<file path="config.mk">
export PLATFORM = sky130hd
export DESIGN_NAME = array_mult_pipe
export DESIGN_NICKNAME = d
export VERILOG_FILES = /design/src/rtl/array_mult_pkg.sv /design/src/rtl/array_mult_stage.sv /design/src/rtl/array_mult_pipe.sv
export SDC_FILE = /design/constraint.sdc
export NUM_CORES = 1
export LEC_CHECK = 0
export ABC_AREA = 1
export CORE_AREA = 2 2 90 92
export DETAILED_ROUTE_END_ITERATION = 8
export DIE_AREA = 0 0 92 94
export GPL_TIMING_DRIVEN = 0
export PLACE_DENSITY_LB_ADDON = 0.1
export SYNTH_ARGS = -nofsm -noshare
export SYNTH_HDL_FRONTEND = slang
export SYNTH_SLANG_ARGS = --single-unit
</file>
<file path="constraint.sdc">
create_clock -name clk -period 2.2 [get_ports clk]
set_clock_uncertainty 0.1 [all_clocks]
set_input_delay 0.22 -clock clk [delete_from_list [all_inputs] [get_ports clk]]
set_output_delay 0.22 -clock clk [all_outputs]
set_load 0.01 [all_outputs]
</file>
<file path="src/rtl/array_mult_pkg.sv">
// Shared definitions for the pipelined array multiplier.
//   calc_lat  : pipeline depth, ceil(width / rows)
//   PW_MULT   : product width factor (product is PW_MULT * WIDTH bits)
//   stage_t   : payload carried by every pipeline register, sized for the
//               widest legal operand; narrower builds leave upper bits zero.
package array_mult_pkg;

    localparam int PW_MULT   = 2;
    localparam int MAX_WIDTH = 16;

    typedef struct packed {
        logic                            valid;
        logic [PW_MULT*MAX_WIDTH-1:0]    sum;
        logic [MAX_WIDTH-1:0]            a;
        logic [MAX_WIDTH-1:0]            b_rem;
        logic                            sgn;
    } stage_t;

    function automatic int calc_lat(input int width, input int rows);
        return (width + rows - 1) / rows;
    endfunction

endpackage

</file>
<file path="src/rtl/array_mult_stage.sv">
// One pipeline stage of the array multiplier: adds ROW_CNT partial-product
// rows starting at absolute row ROW_LO, then registers the result.
// Ports:
//   clk, rst_n : clock, asynchronous active-low reset
//   adv        : shift enable; low holds the register
//   d_in       : payload from the previous stage (or the input operands)
//   q          : registered payload for the next stage
// Optional macro ARRAY_MULT_SIGNED_EN: when defined, payloads flagged sgn are
// treated as two's complement (sign-extended rows, top row subtracted).
module array_mult_stage
    import array_mult_pkg::*;
#(
    parameter int WIDTH   = 4,
    parameter int ROW_LO  = 0,
    parameter int ROW_CNT = 1
) (
    input  logic   clk,
    input  logic   rst_n,
    input  logic   adv,
    input  stage_t d_in,
    output stage_t q
);

    localparam int PW = PW_MULT * WIDTH;

    stage_t        q_reg;
    stage_t        q_next;
    logic [PW-1:0] a_ext;
    logic [PW-1:0] row;
    logic [PW-1:0] acc;
    logic          unused_sum;

    // Only the low PW bits of the running sum are meaningful at this width.
    assign unused_sum = ^d_in.sum;

    always_comb begin
        a_ext = {{(PW-WIDTH){1'b0}}, d_in.a[WIDTH-1:0]};
`ifdef ARRAY_MULT_SIGNED_EN
        if (d_in.sgn) begin
            a_ext = {{(PW-WIDTH){d_in.a[WIDTH-1]}}, d_in.a[WIDTH-1:0]};
        end
`endif
        acc = d_in.sum[PW-1:0];
        row = '0;
        // b_rem has already been shifted by earlier stages, so the local row
        // index j selects bit j while the weight uses the absolute row index.
        for (int j = 0; j < ROW_CNT; j++) begin
            row = d_in.b_rem[j] ? (a_ext << (ROW_LO + j)) : '0;
`ifdef ARRAY_MULT_SIGNED_EN
            // The sign bit of B carries negative weight in two's complement.
            if (d_in.sgn && (ROW_LO + j == WIDTH - 1)) begin
                acc = acc - row;
            end else begin
                acc = acc + row;
            end
`else
            acc = acc + row;
`endif
        end

        q_next              = '0;
        q_next.valid        = d_in.valid;
        q_next.sum[PW-1:0]  = acc;
        q_next.a            = d_in.a;
        q_next.b_rem        = d_in.b_rem >> ROW_CNT;
        q_next.sgn          = d_in.sgn;
    end

    always_ff @(posedge clk or negedge rst_n) begin
        if (!rst_n) begin
            q_reg <= '0;
        end else if (adv) begin
            q_reg <= q_next;
        end
    end

    assign q = q_reg;

endmodule

</file>
<file path="src/rtl/array_mult_pipe.sv">
// Pipelined unsigned array multiplier, P = A x B, one product per cycle.
// ROWS_PER_STAGE partial-product rows are reduced per register stage; the
// pipe is LAT = ceil(WIDTH/ROWS_PER_STAGE) stages deep and stalls as a whole.
// Ports:
//   clk, rst_n           : clock, asynchronous active-low reset
//   ena                  : global enable, low freezes all state
//   in_valid / in_ready  : operand handshake (in_ready is combinational)
//   a, b                 : WIDTH-bit operands
//   sgn                  : two's complement select (ARRAY_MULT_SIGNED_EN only)
//   out_valid / out_ready: product handshake
//   p                    : 2*WIDTH-bit product
//   busy                 : any stage holds a valid product
// Optional macro ARRAY_MULT_SIGNED_EN adds the sgn port and signed support.
module array_mult_pipe
    import array_mult_pkg::*;
#(
    parameter int WIDTH          = 4,
    parameter int ROWS_PER_STAGE = 1
) (
    input  logic                   clk,
    input  logic                   rst_n,
    input  logic                   ena,
    input  logic                   in_valid,
    output logic                   in_ready,
    input  logic [WIDTH-1:0]       a,
    input  logic [WIDTH-1:0]       b,
`ifdef ARRAY_MULT_SIGNED_EN
    input  logic                   sgn,
`endif
    output logic                   out_valid,
    input  logic                   out_ready,
    output logic [2*WIDTH-1:0]     p,
    output logic                   busy
);

    localparam int LAT = calc_lat(WIDTH, ROWS_PER_STAGE);
    localparam int PW  = PW_MULT * WIDTH;

    stage_t           stage_in;
    stage_t           stage_q [LAT];
    logic [LAT-1:0]   valid_vec;
    logic             advance;
    logic             unused_tail;

    // All stages move together; no bubble squeezing, so an empty output
    // register is enough to let the whole pipe shift.
    assign advance  = ena && (!out_valid || out_ready);
    assign in_ready = advance;

    always_comb begin
        stage_in                  = '0;
        stage_in.valid            = in_valid;
        stage_in.a[WIDTH-1:0]     = a;
        stage_in.b_rem[WIDTH-1:0] = b;
`ifdef ARRAY_MULT_SIGNED_EN
        stage_in.sgn              = sgn;
`endif
    end

    generate
        for (genvar gi = 0; gi < LAT; gi++) begin : g_stage
            localparam int ROW_LO  = gi * ROWS_PER_STAGE;
            // The last stage absorbs whatever rows remain.
            localparam int ROW_CNT = (gi == LAT - 1) ? (WIDTH - ROW_LO) : ROWS_PER_STAGE;

            if (gi == 0) begin : g_first
                array_mult_stage #(
                    .WIDTH   (WIDTH),
                    .ROW_LO  (ROW_LO),
                    .ROW_CNT (ROW_CNT)
                ) u_stage (
                    .clk   (clk),
                    .rst_n (rst_n),
                    .adv   (advance),
                    .d_in  (stage_in),
                    .q     (stage_q[gi])
                );
            end else begin : g_rest
                array_mult_stage #(
                    .WIDTH   (WIDTH),
                    .ROW_LO  (ROW_LO),
                    .ROW_CNT (ROW_CNT)
                ) u_stage (
                    .clk   (clk),
                    .rst_n (rst_n),
                    .adv   (advance),
                    .d_in  (stage_q[gi-1]),
                    .q     (stage_q[gi])
                );
            end

            assign valid_vec[gi] = stage_q[gi].valid;
        end
    endgenerate

    assign out_valid = stage_q[LAT-1].valid;
    assign p         = stage_q[LAT-1].sum[PW-1:0];
    assign busy      = |valid_vec;

    // Operand copies and spare sum bits are not needed past the last stage.
    assign unused_tail = ^{stage_q[LAT-1].sum, stage_q[LAT-1].a,
                           stage_q[LAT-1].b_rem, stage_q[LAT-1].sgn};

endmodule

</file>
==> impl_metrics.tcl, run 1 <==
set metrics [dict create \
    outcome "completed" \
    async_flop_share_pct 100 \
    coreArea_um2 7610 \
    post_route_cells_drive_above_1_share_pct 7.61 \
    insertion_delay_ps 300 \
    timing.final.crit_share_pct 95.1 \
    n_antenna_cell 0 \
    rsz0062_at_grt "false" \
    cts_buffer_depth 2 \
    p_leak_nw 1.40 \
    post-place-cells 382 \
    r2r-start "g_stage[2].g_rest.u_stage.q[1]" \
    vias_per_cell 4.26 \
    power_mw 2.67 \
    start_kind "register" \
    place_area_um2 2620 \
    grt_pass1_wl_mm 8.64 \
    finalSetupTns_ps 0 \
    timing.fmax_ghz 0.478 \
    synth_top_area_share_pct 52.4 \
    drc 0 \
    yosys.cell_types.count 22 \
    cts_tree "yes" \
    yosysSeqAreaShare_pct 52.4 \
    cts_buffers 5 \
    cts.clk_slew.worst_paths_ps 80 \
    start_util_pct 29.5 \
    peakVddDrop_v 0.000336 \
    area_delta_synth_final_pct 21.7 \
    die-area_um2 8650 \
    via_count 1665 \
    fp.dieH_um 94 \
    grt_pass1_vias 1684 \
    drv_slew 0 \
    syn-num-nets 283 \
    yosysWarnings 0 \
    synth_ff_type "dfrtp_1" \
    post-route-min-period_ps 2090 \
    setup.worst_path.class "register to output port" \
    finalHoldViolCount 0 \
    multi_input_area_um2 848 \
    cap_violations 0 \
    n_fill_cell 827 \
    ant_nets 0 \
    cp-end-kind "output port" \
    port-buffer-count 23 \
    die_x_um 92 \
    drt_iter0_markers 65 \
    hpwl_mm 3.59 \
    rr_worst_depth 8 \
    synth_most_common_cell "nand2_1" \
    reg2reg_setup_slack_ps 450 \
    crit_fanout 10 \
    hold_slack_ps 266 \
    nNetsFinal 315 \
    grt_antenna_before_repair 0 \
    clock_sinks 47 \
    largest_reg_flops 35 \
    synth_edf_count 0 \
    powerDensity_nw_per_um2 979 \
    fin_cells 391 \
    routed_wl_mm 5.09 \
    root_buffer "clkbuf_8" \
    gp_congestion 0.814 \
    ys_ff_latch 47 \
    gr-total-overflow 0 \
    slew_headroom_pct 73.3 \
    seq_area_um2 1180 \
    placementRows 32 \
    htree_levels 2 \
    grt_max_degree 34 \
    syn_inst 256 \
    final_cell_area_um2 2730 \
    hold_class "input pin to async pin" \
    synthTopCellsByArea "dfrtp_1, nand2_1, ha_1" \
    netlist_area_um2 2240 \
    rr_endpoint "g_stage[3].g_rest.u_stage.q[40]" \
    grtUsageTotal_pct 13.2 \
    arrival_ps 1770 \
    max_slew.worst_pin.slew_ps 401 \
    post-synth-top-area-cell "dfrtp_1" \
    io_pins 24 \
    ys_top_cells_by_count "nand2_1, dfrtp_1, inv_1" \
    cp.required_ps 1880 \
    drt_first_pass_iters 4 \
    routedWlPerCell_um 13.0 \
    post-cts-setup-buffer-count 0 \
    avgSynthCellArea_um2 8.77 \
    setup_viol_count_final 0 \
]
-- cells by family after synthesis --
kind of cell / Yosys count / share of synthesized area [%]
adder cells (fa/ha/maj): 14 / 8.81
XOR/XNOR: 2 / 0.781
AO/OA/AOI/OAI: 38 / 8.86
flip-flops: 47 / 52.4
buffers and inverters: 46 / 9.81
AND/OR/NAND/NOR: 109 / 19.3
-- layout by cell type (no fill, tap or decap), types with 3 or more instances in the layout --
master and n:
clkbuf_8 7, ha_1 11, nand2_1 87, nand3_1 12, inv_1 36, a21oi_1 3, dfrtp_1 47, buf_6 6
nor2_1 6, o21ai_1 16, clkdlybuf4s50_1 22, buf_2 3, fa_1 3, o21ai_0 17
-- how the worst max path moves through the flow --
stage / cells after the start / slack (ps) / start / endpoint
2_1_floorplan: 8 / 630 / g_stage[2].g_rest.u_stage.q[1] / g_stage[3].g_rest.u_stage.q[40]
3_3_place_gp: 1 / -700 / rst_n / g_stage[0].g_first.u_stage.q[18]
3_5_place_dp: 7 / 70 / out_ready / in_ready
4_1_cts: 5 / 30 / g_stage[3].g_rest.u_stage.q[65] / in_ready
5_1_grt: 5 / 4 / g_stage[3].g_rest.u_stage.q[65] / in_ready
6_report: 5 / 110 / g_stage[3].g_rest.u_stage.q[65] / in_ready
-- worst max-delay path, stage by stage (launching register included) --
cell	delay (ps)
dfrtp_1	410
nand2_1	120
nand2_2	90
inv_2	120
buf_6	180
clkdlybuf4s50_1	550
-- layout make-up --
class	instances	area share (%)
multi-input cells	163	31.1
plain buffers	9	3.11
repair buffers	25	9.34
inverters	37	5.08
clock buffers	8	3.66
flip-flops and latches	47	43.1
well taps	102	4.67
-- power breakdown --
| part | total, mW | internal [mW] | switching [mW] |
|---|---|---|---|
| Clock | 0.578 | 0.287 | 0.291 |
| Combinational | 0.834 | 0.389 | 0.446 |
| Sequential | 1.26 | 1.11 | 0.150 |
-- metal layers --
| layer | up-vias | global-route usage (%) | share of wire [%] |
|---|---|---|---|
| li1 | 860 | - | - |
| met1 | 775 | 17.2 | 51 |
| met2 | 22 | 21.9 | 45 |
| met3 | 8 | 2.65 | 2.5 |
| met4 | 0 | 4.48 | 1.6 |
| met5 | - | 0 | 0 |
-- timing repair --
| item | CTS | global route |
|---|---|---|
| hold endpoints to repair | 14 | 0 |
| hold buffers | 1 | 0 |
| setup endpoints to repair | 0 | 1 |
| gates resized for setup | 0 | 1 |
-- stage by stage --
step,worst slack [ps],utilization (%)
after floorplan,628,-
after global placement,-703,34.2
after detailed placement,67.0,34.4
after CTS,29.0,35.9
after global routing,4.24,35.9
final,108,35.9
Power figures use the tool's default switching activity.
==> inputs of run 2 (changes only) <==
--- a/config.mk
+++ b/config.mk
@@ -6,11 +6,13 @@
 export NUM_CORES = 1
 export LEC_CHECK = 0
 export ABC_AREA = 1
-export CORE_AREA = 2 2 90 92
+export CORE_AREA = 4 4 168 170
 export DETAILED_ROUTE_END_ITERATION = 8
-export DIE_AREA = 0 0 92 94
+export DIE_AREA = 0 0 172 174
+export GPL_ROUTABILITY_DRIVEN = 0
 export GPL_TIMING_DRIVEN = 0
 export PLACE_DENSITY_LB_ADDON = 0.1
 export SYNTH_ARGS = -nofsm -noshare
 export SYNTH_HDL_FRONTEND = slang
+export SYNTH_HIERARCHICAL = 1
 export SYNTH_SLANG_ARGS = --single-unit
==> run 2 against run 1 <==
  * Synthesized cell count rose by 64%
  * Final cell count grew 110%
  * Via count increased by 51%
  * First-iteration DRC count shrank 7.7%
  * Die area rose to 3.5 times the previous value
  * Sequential cell count rose by 7
  * Sequential share of layout area is 9.4 points lower
  * Area after synthesis rose by 38%
  * Maximum frequency rose by 1.2%
==> impl_metrics.tcl, run 2 <==
set metrics [dict create \
    outcome "completed" \
    place_area_um2 3840 \
    final_common_cell "nand2_1" \
    post-route-min-period_ps 2070 \
    grt_pass1_wl_mm 13.2 \
    path_buf_inv 1 \
    max_stage_delay_ps 610 \
    avgSynthCellArea_um2 7.34 \
    start_util_pct 11.6 \
    crit_fanout 9 \
    area_delta_synth_final_pct 29.8 \
    nNetsFinal 507 \
    cap_violations 0 \
    clock_sinks 54 \
    start_kind "register" \
    seq_area_um2 1350 \
    timing.fmax_ghz 0.484 \
    setup.worst_path.class "register to output port" \
    drv_slew 0 \
    gr-total-overflow 0 \
    drt_first_pass_iters 4 \
    arrival_ps 1750 \
    drt_iter0_markers 60 \
    n_antenna_cell 0 \
    power_mw 3.70 \
    final_cell_mix "nand2_1, dfrtp_1, inv_1, nand3_1, buf_2" \
    hpwl_mm 6.42 \
    placementRows 60 \
    cts_buffers 5 \
    io_pins 24 \
    post_route_cells_drive_above_1_share_pct 10.1 \
    vias_per_cell 3.07 \
    fp.dieH_um 174 \
    cts.clk_slew.worst_paths_ps 70 \
    fin_ws_ps 133 \
    powerDensity_nw_per_um2 923 \
    timing.final.crit_share_pct 94.0 \
    hold_slack_ps 328 \
    drc 0 \
    port-buffer-count 23 \
    htree_levels 2 \
    cp.required_ps 1880 \
    die-area_um2 29900 \
    die_x_um 172 \
    grt_antenna_before_repair 0 \
    cts_tree "yes" \
    netlist_area_um2 3090 \
    cpMaxStageDelayCell "clkdlybuf4s50_1" \
    grt_pass1_vias 2591 \
    largest_reg_flops 38 \
    coreArea_um2 26700 \
    grt_max_degree 37 \
    cts_buffer_depth 2 \
    via_count 2509 \
    post-cts-setup-buffer-count 0 \
    final_cell_area_um2 4010 \
    routedWlPerCell_um 9.68 \
    routed_wl_mm 7.90 \
    grtUsageTotal_pct 5.61 \
    root_buffer "clkbuf_16" \
    n_fill_cell 3048 \
    peakVddDrop_v 0.000303 \
    finalSetupTns_ps 0 \
    multi_input_area_um2 1450 \
    cp-end-kind "output port" \
    setup_viol_count_final 0 \
    yosysWarnings 6 \
    crit_family "buffers and inverters" \
    p_leak_nw 2.15 \
    finalHoldViolCount 0 \
    syn_inst 421 \
    path_cells "a21oi_4 -> clkdlybuf4s50_1" \
    insertion_delay_ps 310 \
    rsz0062_at_grt "false" \
    ant_nets 0 \
    place_ws_ps -453 \
    hold_class "input pin to async pin" \
]
==> run 2: layer usage <==
metal / GRT usage (%) / routed length, µm / up-vias
met3: 1.43 / 257 / 7
met4: 1.97 / 125 / 0
met5: 0 / 0 / -
li1: - / - / 1358
met1: 7.11 / 3820 / 1115
met2: 9.22 / 3700 / 29
==> run 2: cell type report <==
type	count	area share [%]
plain buffers	29	4.33
clock buffers	5	3.12
clock inverters	3	0.624
inverters	55	5.18
multi-input cells	304	36.1
flip-flops and latches	54	33.7
well taps	341	10.6
repair buffers	25	6.36
==> run 2: what timing repair did <==
| action | 4_1_cts | 5_1_grt |
|---|---|---|
| endpoints found under the hold margin | 18 | 0 |
| resized for setup | 2 | 0 |
| hold buffers | 1 | 0 |
| endpoints found under the setup margin | 34 | 0 |
==> run 2: path summary, 6_finish.rpt <==
path	start	to	slack [ps]	depth (start not counted)
max in group asynchronous	rst_n	g_stage[0].g_first.u_stage/q[20]	1100	3
worst max-delay path	g_stage[3].g_rest.u_stage/q[65]	in_ready	130	2
worst max register to register	g_stage[1].g_rest.u_stage/q[1]	g_stage[2].g_rest.u_stage/q[39]	310	10
worst min-delay path	rst_n	g_stage[2].g_rest.u_stage/q[40]	330	2
worst min register to register	g_stage[2].g_rest.u_stage/q[18]	g_stage[2].g_rest.u_stage/q[18]	380	2
min in group clk	b[2]	g_stage[0].g_first.u_stage/q[2]	350	3
==> run 2: power by group <==
part	total [mW]	switching, mW	internal [mW]
sequential	1.59	0.262	1.33
combinational	1.28	0.701	0.576
clock	0.837	0.408	0.430
==> run 2: worst reg2reg max path: stages, from the launching register on <==
cell	delay, ps
dfrtp_1	440
nand2_1	80
inv_1	40
ha_1	220
fa_1	400
nand2_1	150
a21oi_2	80
nor2_1	90
nand2_1	50
nand3_1	80
nand2_1	50
==> run 2: metrics by stage <==
stage	std cells	utilization (%)
after floorplan	442	-
after global placement	806	14.3
after detailed placement	807	14.4
after CTS	816	15.0
after global routing	816	15.0
final	816	15.0
